## src/rtl/freq_band_ctrl_if.sv

```systemverilog
// Measurement, manual-override and divider-control signals of freq_band_ctrl.
interface freq_band_ctrl_if #(
  parameter int COUNTER_WIDTH = 18,
  parameter int DIV_WIDTH     = 12,
  parameter int BAND_W        = 3
);
  logic                     period_valid;
  logic [COUNTER_WIDTH-1:0] period;
  logic                     manual_en;
  logic [BAND_W-1:0]        manual_band;
  logic [DIV_WIDTH-1:0]     div;
  logic [BAND_W-1:0]        band;
  logic                     div_update;
  logic                     stable;
  logic                     out_of_range;

  modport master (
    output period_valid, period, manual_en, manual_band,
    input  div, band, div_update, stable, out_of_range
  );
  modport slave (
    input  period_valid, period, manual_en, manual_band,
    output div, band, div_update, stable, out_of_range
  );
endinterface

```

## src/rtl/freq_band_ctrl.sv

```systemverilog
// Classifies period measurements into octave bands, confirms band switches over
// consecutive samples, drives the ADC clock divider and reports settling.
module freq_band_ctrl #(
  parameter int                               COUNTER_WIDTH = 18,
  parameter int                               DIV_WIDTH     = 12,
  parameter int                               NUM_BANDS     = 7,
  parameter int                               LO_PERIOD     = 1562,
  parameter logic [NUM_BANDS*DIV_WIDTH-1:0]   DIV_TABLE     = {12'd999, 12'd499, 12'd249, 12'd124,
                                                               12'd59, 12'd29, 12'd14},
  parameter int                               CONFIRM_CNT   = 2,
  parameter int                               SETTLE_CYCLES = 16,
  parameter int                               RESET_BAND    = 0,
  parameter int                               BAND_W        = $clog2(NUM_BANDS)
) (
  input logic             clk,
  input logic             rst,
  freq_band_ctrl_if.slave bus
);
  localparam int                CONF_W   = $clog2(CONFIRM_CNT + 1);
  localparam int                SET_W    = $clog2(SETTLE_CYCLES + 1);
  localparam int                EXT_W    = COUNTER_WIDTH + 1;
  localparam logic [EXT_W-1:0]  LO_EXT   = EXT_W'(LO_PERIOD);
  localparam logic [BAND_W-1:0] RST_BAND = BAND_W'(RESET_BAND);
  localparam logic [BAND_W-1:0] TOP_BAND = BAND_W'(NUM_BANDS - 1);

  function automatic logic [DIV_WIDTH-1:0] div_of(input logic [BAND_W-1:0] b);
    return DIV_TABLE[int'(b)*DIV_WIDTH +: DIV_WIDTH];
  endfunction

  logic                 s1_valid_r, s1_oor_r, man_en_r;
  logic [BAND_W-1:0]    s1_band_r, man_band_r;
  logic [BAND_W-1:0]    band_r, pend_r;
  logic [DIV_WIDTH-1:0] div_r;
  logic                 upd_r, stable_r, oor_r;
  logic [CONF_W-1:0]    conf_r;
  logic [SET_W-1:0]     settle_r;

  logic [EXT_W-1:0]     period_ext_s;
  logic [BAND_W-1:0]    cand_s, man_band_s, sw_band_s, pend_n, band_n;
  logic                 oor_s, sw_s, oor_n, upd_n, stable_n;
  logic [CONF_W-1:0]    conf_n;
  logic [SET_W-1:0]     settle_n;
  logic [DIV_WIDTH-1:0] div_n;

  // Thresholds are widened by one bit so the top band edge never wraps.
  always_comb begin
    period_ext_s = {1'b0, bus.period};
    cand_s       = '0;
    for (int k = 1; k < NUM_BANDS; k++) begin
      if (period_ext_s > (LO_EXT << k)) begin
        cand_s = BAND_W'(k);
      end else begin
        cand_s = cand_s;
      end
    end
    oor_s = (period_ext_s <= LO_EXT) || (period_ext_s > (LO_EXT << NUM_BANDS));
  end

  always_comb begin
    if (int'(man_band_r) >= NUM_BANDS) begin
      man_band_s = TOP_BAND;
    end else begin
      man_band_s = man_band_r;
    end
  end

  // Stage 1 capture and manual-input registration.
  always_ff @(posedge clk or posedge rst) begin
    if (rst) begin
      s1_valid_r <= 1'b0;
      s1_band_r  <= '0;
      s1_oor_r   <= 1'b0;
      man_en_r   <= 1'b0;
      man_band_r <= '0;
    end else begin
      s1_valid_r <= bus.period_valid & ~bus.manual_en;
      s1_band_r  <= cand_s;
      s1_oor_r   <= oor_s;
      man_en_r   <= bus.manual_en;
      man_band_r <= bus.manual_band;
    end
  end

  // Priority: manual override, then a confirmed switch, then stage-2 sample rules.
  always_comb begin
    pend_n    = pend_r;
    conf_n    = conf_r;
    oor_n     = oor_r;
    sw_s      = 1'b0;
    sw_band_s = band_r;
    if (man_en_r) begin
      pend_n = '0;
      conf_n = '0;
      if (man_band_s != band_r) begin
        sw_s      = 1'b1;
        sw_band_s = man_band_s;
      end else begin
        sw_s = 1'b0;
      end
    end else if (conf_r == CONF_W'(CONFIRM_CNT)) begin
      sw_s      = 1'b1;
      sw_band_s = pend_r;
      pend_n    = '0;
      conf_n    = '0;
    end else if (s1_valid_r) begin
      if (!stable_r) begin
        pend_n = '0;
        conf_n = '0;
      end else if (s1_oor_r) begin
        oor_n  = 1'b1;
        pend_n = '0;
        conf_n = '0;
      end else if (s1_band_r == band_r) begin
        oor_n  = 1'b0;
        conf_n = '0;
      end else if (s1_band_r == pend_r) begin
        oor_n  = 1'b0;
        conf_n = (conf_r >= CONF_W'(CONFIRM_CNT)) ? conf_r : conf_r + CONF_W'(1);
      end else begin
        oor_n  = 1'b0;
        pend_n = s1_band_r;
        conf_n = CONF_W'(1);
      end
    end else begin
      oor_n = oor_r;
    end
  end

  always_comb begin
    if (sw_s) begin
      band_n   = sw_band_s;
      div_n    = div_of(sw_band_s);
      upd_n    = 1'b1;
      stable_n = 1'b0;
      settle_n = SET_W'(SETTLE_CYCLES);
    end else begin
      band_n = band_r;
      div_n  = div_r;
      upd_n  = 1'b0;
      if (settle_r != '0) begin
        settle_n = settle_r - SET_W'(1);
        stable_n = (settle_r == SET_W'(1));
      end else begin
        settle_n = settle_r;
        stable_n = stable_r;
      end
    end
  end

  // Control state register.
  always_ff @(posedge clk or posedge rst) begin
    if (rst) begin
      band_r   <= RST_BAND;
      div_r    <= div_of(RST_BAND);
      upd_r    <= 1'b0;
      stable_r <= 1'b1;
      oor_r    <= 1'b0;
      pend_r   <= '0;
      conf_r   <= '0;
      settle_r <= '0;
    end else begin
      band_r   <= band_n;
      div_r    <= div_n;
      upd_r    <= upd_n;
      stable_r <= stable_n;
      oor_r    <= oor_n;
      pend_r   <= pend_n;
      conf_r   <= conf_n;
      settle_r <= settle_n;
    end
  end

  assign bus.band         = band_r;
  assign bus.div          = div_r;
  assign bus.div_update   = upd_r;
  assign bus.stable       = stable_r;
  assign bus.out_of_range = oor_r;
endmodule
```

## src/flat_wrapper.sv

```systemverilog
// flat-port wrapper written by rule: the top's interface ports become plain ports
module freq_band_ctrl_flat 
#(
  parameter int                               COUNTER_WIDTH = 18,
  parameter int                               DIV_WIDTH     = 12,
  parameter int                               NUM_BANDS     = 7,
  parameter int                               LO_PERIOD     = 1562,
  parameter logic [NUM_BANDS*DIV_WIDTH-1:0]   DIV_TABLE     = {12'd999, 12'd499, 12'd249, 12'd124,
                                                               12'd59, 12'd29, 12'd14},
  parameter int                               CONFIRM_CNT   = 2,
  parameter int                               SETTLE_CYCLES = 16,
  parameter int                               RESET_BAND    = 0,
  parameter int                               BAND_W        = $clog2(NUM_BANDS)
)
  (clk, rst, bus_period_valid, bus_period, bus_manual_en, bus_manual_band, bus_div, bus_band, bus_div_update, bus_stable, bus_out_of_range);
  freq_band_ctrl_if #(.COUNTER_WIDTH(COUNTER_WIDTH), .DIV_WIDTH(DIV_WIDTH), .BAND_W(BAND_W)) bus_i ();
  input logic clk;
  input logic rst;
  input wire logic [$bits(bus_i.period_valid)-1:0] bus_period_valid;
  input wire logic [$bits(bus_i.period)-1:0] bus_period;
  input wire logic [$bits(bus_i.manual_en)-1:0] bus_manual_en;
  input wire logic [$bits(bus_i.manual_band)-1:0] bus_manual_band;
  output wire logic [$bits(bus_i.div)-1:0] bus_div;
  output wire logic [$bits(bus_i.band)-1:0] bus_band;
  output wire logic [$bits(bus_i.div_update)-1:0] bus_div_update;
  output wire logic [$bits(bus_i.stable)-1:0] bus_stable;
  output wire logic [$bits(bus_i.out_of_range)-1:0] bus_out_of_range;
  assign bus_i.period_valid = bus_period_valid;
  assign bus_i.period = bus_period;
  assign bus_i.manual_en = bus_manual_en;
  assign bus_i.manual_band = bus_manual_band;
  assign bus_div = bus_i.div;
  assign bus_band = bus_i.band;
  assign bus_div_update = bus_i.div_update;
  assign bus_stable = bus_i.stable;
  assign bus_out_of_range = bus_i.out_of_range;
  freq_band_ctrl #(.COUNTER_WIDTH(COUNTER_WIDTH), .DIV_WIDTH(DIV_WIDTH), .NUM_BANDS(NUM_BANDS), .LO_PERIOD(LO_PERIOD), .DIV_TABLE(DIV_TABLE), .CONFIRM_CNT(CONFIRM_CNT), .SETTLE_CYCLES(SETTLE_CYCLES), .RESET_BAND(RESET_BAND), .BAND_W(BAND_W)) u_core (.clk(clk), .rst(rst), .bus(bus_i));
endmodule
```

## config.mk

```make
export PLATFORM = sky130hd
export DESIGN_NAME = freq_band_ctrl_flat
export DESIGN_NICKNAME = d
export VERILOG_FILES = /design/src/rtl/freq_band_ctrl_if.sv /design/src/rtl/freq_band_ctrl.sv /design/src/flat_wrapper.sv
export SDC_FILE = /design/constraint.sdc
export NUM_CORES = 1
export LEC_CHECK = 0
export CAP_MARGIN = 10
export CORE_UTILIZATION = 40
export DETAILED_ROUTE_END_ITERATION = 6
export SLEW_MARGIN = 20
export SYNTH_ARGS = -nofsm -noshare
export SYNTH_HDL_FRONTEND = slang
export SYNTH_SLANG_ARGS = --single-unit
```

## constraint.sdc

```tcl
create_clock -name clk -period 2.7 [get_ports clk]
set_input_delay 0.27 -clock clk [delete_from_list [all_inputs] [get_ports clk]]
set_output_delay 0.27 -clock clk [all_outputs]
set_load 0.1 [all_outputs]
```

After elaboration in Yosys (flattened, before gate mapping):

Cells that the tools add are included.

* flip-flop bits (word level): 37
* input port bits: 25
* output and inout bits: 18

* add/sub/neg operators: 2
* multiply operators: 1
* $lt $le $gt $ge: 10
* eq/ne operators: 8
* shift-type cells: 1
* muxes and demuxes: 34
* bitwise logic cells: 4
* reduce and logical (&&, ||, !) cells: 7

Operators with widths (number)
* $shiftx A84 B32 Y12 const A: 1
* $mux W3: 14
* $mux W2: 10
* $gt A18 B12 Y1 const B: 1
* $gt A18 B13 Y1 const B: 1
* $gt A18 B14 Y1 const B: 1
* $gt A18 B15 Y1 const B: 1
* $gt A18 B16 Y1 const B: 1
* $gt A18 B17 Y1 const B: 1
* $gt A18 B18 Y1 const B: 1
* $le A18 B11 Y1 const B: 1
* $mux W5: 2
* $ne A5 B3 Y1 const B: 2
* $mux W1: 8
* $ne A7 B5 Y1 const B: 1
* $eq A3 B3 Y1: 2
* $eq A5 B1 Y1 const B: 1
* $mul A3 B2 Y5 const B: 1
* $reduce_bool A5 Y1: 1
* $sub A5 B1 Y5 const B: 1
* $reduce_and A4 Y1: 1
* $ge A3 B3 Y1 const B: 1
* $ne A3 B3 Y1: 1
* $not A1 Y1: 3
* 9 further kinds: 9

Logic depth before layout (Yosys ltp):

* word-level depth: 9
* mapped depth: 10
* depth with buffers taken out: 9

Worst setup path after synthesis:

No wires, ideal clock.

* path type: register -> register
* from: register u_core.band_r[0] (netlist: u_core.bus.band[0])
* to: register u_core.div_r[1] (netlist: u_core.bus.div[1])
* data arrival time: 2305 ps
* required time: 2615 ps
* path slack: 311 ps
* stages on the path, launching flop included: 8
* cell sequence: dfrtp_1 -> mux2i_1 -> o21ai_1 -> inv_1 -> ha_1 -> nor2_1 -> o21bai_1 -> mux2_1

* longest elaborated chain between the ends: 5

Ends and longest elaborated chain
* start: declaration: line freq_band_ctrl.sv:32 `logic [BAND_W-1:0] band_r, pend_r;`
* start signal: assignment: line freq_band_ctrl.sv:162 `band_r <= band_n;`
* $ne A3 B3 Y1: line freq_band_ctrl.sv:94 `if (man_band_s != band_r) begin`
* $mux W3: line freq_band_ctrl.sv:94
* $mux W3 (*): line freq_band_ctrl.sv:91 `if (man_en_r) begin`
* named net u_core.sw_band_s[0]: line freq_band_ctrl.sv:39 `logic [BAND_W-1:0] cand_s, man_band_s, sw_band_s, pend_n, band_n;`
* $mul A3 B2 Y5 (*): line freq_band_ctrl.sv:27 `return DIV_TABLE[int'(b)*DIV_WIDTH +: DIV_WIDTH];`
* $shiftx A84 B32 Y12 (*): line freq_band_ctrl.sv:27
* end signal: assignment: line freq_band_ctrl.sv:154 `div_r <= div_of(RST_BAND);`
* end signal: assignment: line freq_band_ctrl.sv:163 `div_r <= div_n;`
* end: declaration: line freq_band_ctrl.sv:33 `logic [DIV_WIDTH-1:0] div_r;`

Mark *: on every way through the listed nets, which the timed path passes. The rest lies on a longest branch.
A chain may end at the register's enable or synchronous reset.

Worst setup path after layout:

* from: register u_core.conf_r[0]
* to: register u_core.div_r[1] (netlist: u_core.bus.div[1])

* longest elaborated chain between the ends: 5

Ends and longest elaborated chain
* start: declaration: line freq_band_ctrl.sv:35 `logic [CONF_W-1:0] conf_r;`
* start signal: assignment: line freq_band_ctrl.sv:168 `conf_r <= conf_n;`
* $eq A2 B2 Y1: line freq_band_ctrl.sv:100 `end else if (conf_r == CONF_W'(CONFIRM_CNT)) begin`
* $mux W3: line freq_band_ctrl.sv:100
* $mux W3: line freq_band_ctrl.sv:91
* named net u_core.sw_band_s[0]: line freq_band_ctrl.sv:39
* $mul A3 B2 Y5: line freq_band_ctrl.sv:27
* $shiftx A84 B32 Y12: line freq_band_ctrl.sv:27

The timed path passes the listed nets, and every way through them passes these cells.

==> metrics.md <==
| Metric | Value |
|---|---|
| DRT iter0 DRCs | 113 |
| Fillers | 483 |
| Sequential-to-total area share from yosys stat | 0.4211 |
| Warnings from Yosys | 0 |
| Beginning of the critical path | u_core.conf_r[0] |
| Total Wirelength | between 4000 and 5000 µm |
| CTS Buffer Depth | 2 |
| Main combinational cell family by area after synthesis | simple AND/OR/NAND/NOR gates |
| Pwr Density | between 700 and 800 mW/mm² |
| Crit Path Max Fanout | 8 |
| Post-layout util | 0.5377 |
| Post-CTS setup buffers | 0 |
| Crit path DAT | 2.61 ns |
| Core ar. | 0.004880 mm² |
| Drt first pass iters | 6 |
| DIE AREA | 0.005523 mm² |
| Number of remaining DRC errors | 0 |
| GRT Overall Usage | 0.1813 |
| CTS H-Tree Depth | 2 |
| Port bufs | 40 |
| # nets final | 301 |
| Yosys cell types | 53 |
| Commonest non-fill, non-tap cell in the layout | dfrtp_1 |
| Vias per Instance | 5.284 |
| CP cell instances | inv_1, ha_1, mux2i_1, o21ai_1, inv_1, ha_1, nor2_1, o21bai_1, mux2_1 |
| Hold slack | 0.3606 ns |
| Main flop type after synthesis | dfrtp_1 |
| P&R area growth vs syn | 25.42% |
| Tmin final | roughly 2.4 ns |
| R2R Setup Slk | 0.31 ns |
| Gp weighted congestion | slightly above 0.9 |
| WP data required | around 2.9 ns |
| Status | finished clean |
| Core Rows | 25 |
| Adder-cell share of the synthesized area | 0.05981 |
| Inserted Clock Buffers | 5 |
| CTS Hold Bufs | 0 |
| Setup TNS | 0 ns |
| Final Non-Filler Cells | 334 |
| Synth Area per Inst | ~9 µm² |
| Worst-Margin Slew | 0.5587 ns |
| Commonest non-fill, non-tap cells in the layout | dfrtp_1 (31), clkdlybuf4s50_1 (24), nand2_1 (22) |
| R2R depth | 9 |
| Synth Area in Compound Gates | 0.1489 |
| Slowest cell on crit path | dfrtp_1 |
| Unrepaired setup endpoints after global routing | no |
| Clk pin slew, worst setup/hold paths | 0.07 ns |
| Synth async-reset ratio | 1.000 |
| Critical path buffers and inverters | 2 |
| MaxCap Viol Count | 0 |
| First-pass GRT wire length | 7631 µm |
| Cell total after placement | 326 |
| Fin. Hold Viols | 0 |
| Crit. End Element | flop |
| DP HPWL | about 3400 µm |
| RR Startpoint | u_core.conf_r[0] |
| Share of cells above drive strength 1 | 0.1386 |
| Gates resized, CTS repair | 0 |
| IO Pins | 43 |
| Crit Path Category | flop to flop |
| Routed WL per cell | between 10 and 15 µm |
| Antenna viol nets, final | 0 |
| Num Clock Sinks | 35 |
| Post-synthesis mux area share | 0.07057 |
| Crit path max-delay family | adder cells |
| Fmax achieved | around 420 MHz |
| Placement Setup Slack | roughly 0.33 ns |
| CTS tree | yes |
| Chip height | about 74 µm |
| Mapped cell area | between 0.002 and 0.0025 mm² |
| Overflow after GRT | 0 |
| VDD IR max | 0.5399 mV |
| Max Slew Vio Count | 0 |
| Final number of setup-violating endpoints | 0 |
| Setup crit start kind | flop |
| Die width | 74.32 µm |
| Cell count after synthesis | 226 |
| Part of the cycle the worst path needs | 0.8860 |
| Area share of xor/xnor cells in the synthesized design | 0.04605 |
| Slew HR | 0.6275 |
| Initial antenna violation count | 0 |
| R2R Path End | u_core.bus.div[1] |
| Worst-Skew Late Latency | approximately 0.29 ns |
| Worst path max stage delay | approximately 0.38 ns |
| Largest net degree at the start of global routing | 36 |
| Routed vias | between 1,500 and 2,000 |
| Hold WC Path Type | input pin to async pin |
| EDFF count, synth | 0 |
| Initial Util | 0.4287 |
| Lkg Pwr | 1.090 nW |
| Simple-Gate Fraction of Synth Area | 0.2028 |
| Post-route setup slack | 0.3078 ns |
| Root Driver | clkbuf_8 |
| #FFs+latches synth | 35 |
| Final Skew | 0.01243 ns |
| Number of global-route vias before repair | 1,682 |
| Inserted Diodes | 0 |
## logic make-up after synthesis
group / count (synthesis)
fa+ha+maj: 10
compound gates: 46
xor+xnor: 11
simple gates: 84
other cells: 1
flops: 35
mux: 14
buf+inv: 25
## worst max-delay path by stage
stage,to,slack (ns),depth (start not counted)
finish,u_core.bus.div[1],0.31,9
CTS,u_core.bus.div[1],0.32,9
floorplan,u_core.bus.div[1],0.31,7
detailed placement,u_core.s1_oor_r,0.33,6
global route,u_core.bus.div[1],0.18,9
global placement,u_core.s1_oor_r,0.32,6
## power breakdown
group / internal (mW) / switching (mW)
Sequential: 0.621 / 0.0700
Combinational: 0.249 / 0.552
Clock: 0.232 / 0.184
## metrics by stage
| stage | area (µm²) | total power, mW |
|---|---|---|
| after floorplan | 2096 | 1.320 |
| after global placement | 2520 | 1.504 |
| after detailed placement | 2520 | 1.508 |
| after CTS | 2624 | 1.928 |
| after global routing | 2624 | 2.025 |
| final | 2624 | 1.908 |
## worst reg2reg max path: cells and delay by family (launching register included)
family / cells / cell delay, ns
muxes: 2 / 0.47
buffers and inverters: 2 / 0.24
adders and majority gates: 2 / 0.69
DFF: 1 / 0.38
AOI/OAI and AO/OA: 2 / 0.48
and+or+nand+nor: 1 / 0.06
## Yosys cell counts (all sizes together) (3+ instances only)
library cell,count,area [µm²]
o211ai,5,37.54
mux2,6,67.56
or4,3,26.27
nand3,4,20.02
xnor2,10,87.58
dfstp,4,105.1
or3,3,18.77
nor3,9,45.04
ha,10,125.1
mux2i,8,80.08
a21oi,9,45.04
inv,14,52.55
o21ai,12,60.05
nor4,7,43.79
dfrtp,31,775.7
nand4,5,31.28
nor2,21,78.83
buf,4,23.76
nand2,22,82.58
clkbuf,7,26.28
## flip-flops by register name (all words and copies together) (netlist names)
register / flops
u_core.bus.div: 10
u_core.settle_r: 5
u_core.bus.band: 3
u_core.man_band_r: 3
u_core.pend_r: 3
u_core.s1_band_r: 3
u_core.conf_r: 2
u_core.bus.div_update: 1
u_core.bus.out_of_range: 1
u_core.bus.stable: 1
u_core.man_en_r: 1
u_core.s1_oor_r: 1
u_core.s1_valid_r: 1
## per-layer routing
| metal | track usage | up-vias | wire length [µm] | part of all wire |
|---|---|---|---|---|
| met5 | 0 | - | 0 | 0 |
| met4 | 0.06918 | 0 | 62 | 0.014 |
| met1 | 0.2536 | 818 | 2145 | 0.49 |
| met2 | 0.2808 | 61 | 1905 | 0.43 |
| met3 | 0.03252 | 7 | 267 | 0.061 |
| li1 | - | 879 | - | - |
## cell type report
class / count / area [µm²] / share of cell area
Timing Repair Buffer: 43 / 382.9 / 0.1459
Multi-Input combinational cell: 167 / 1120 / 0.4268
Sequential cell: 35 / 880.8 / 0.3357
Clock inverter: 1 / 7.507 / 0.002861
Tap cell: 67 / 83.83 / 0.03195
Inverter: 14 / 52.55 / 0.02003
Clock buffer: 7 / 96.34 / 0.03672
(Power assumes the default switching activity.)
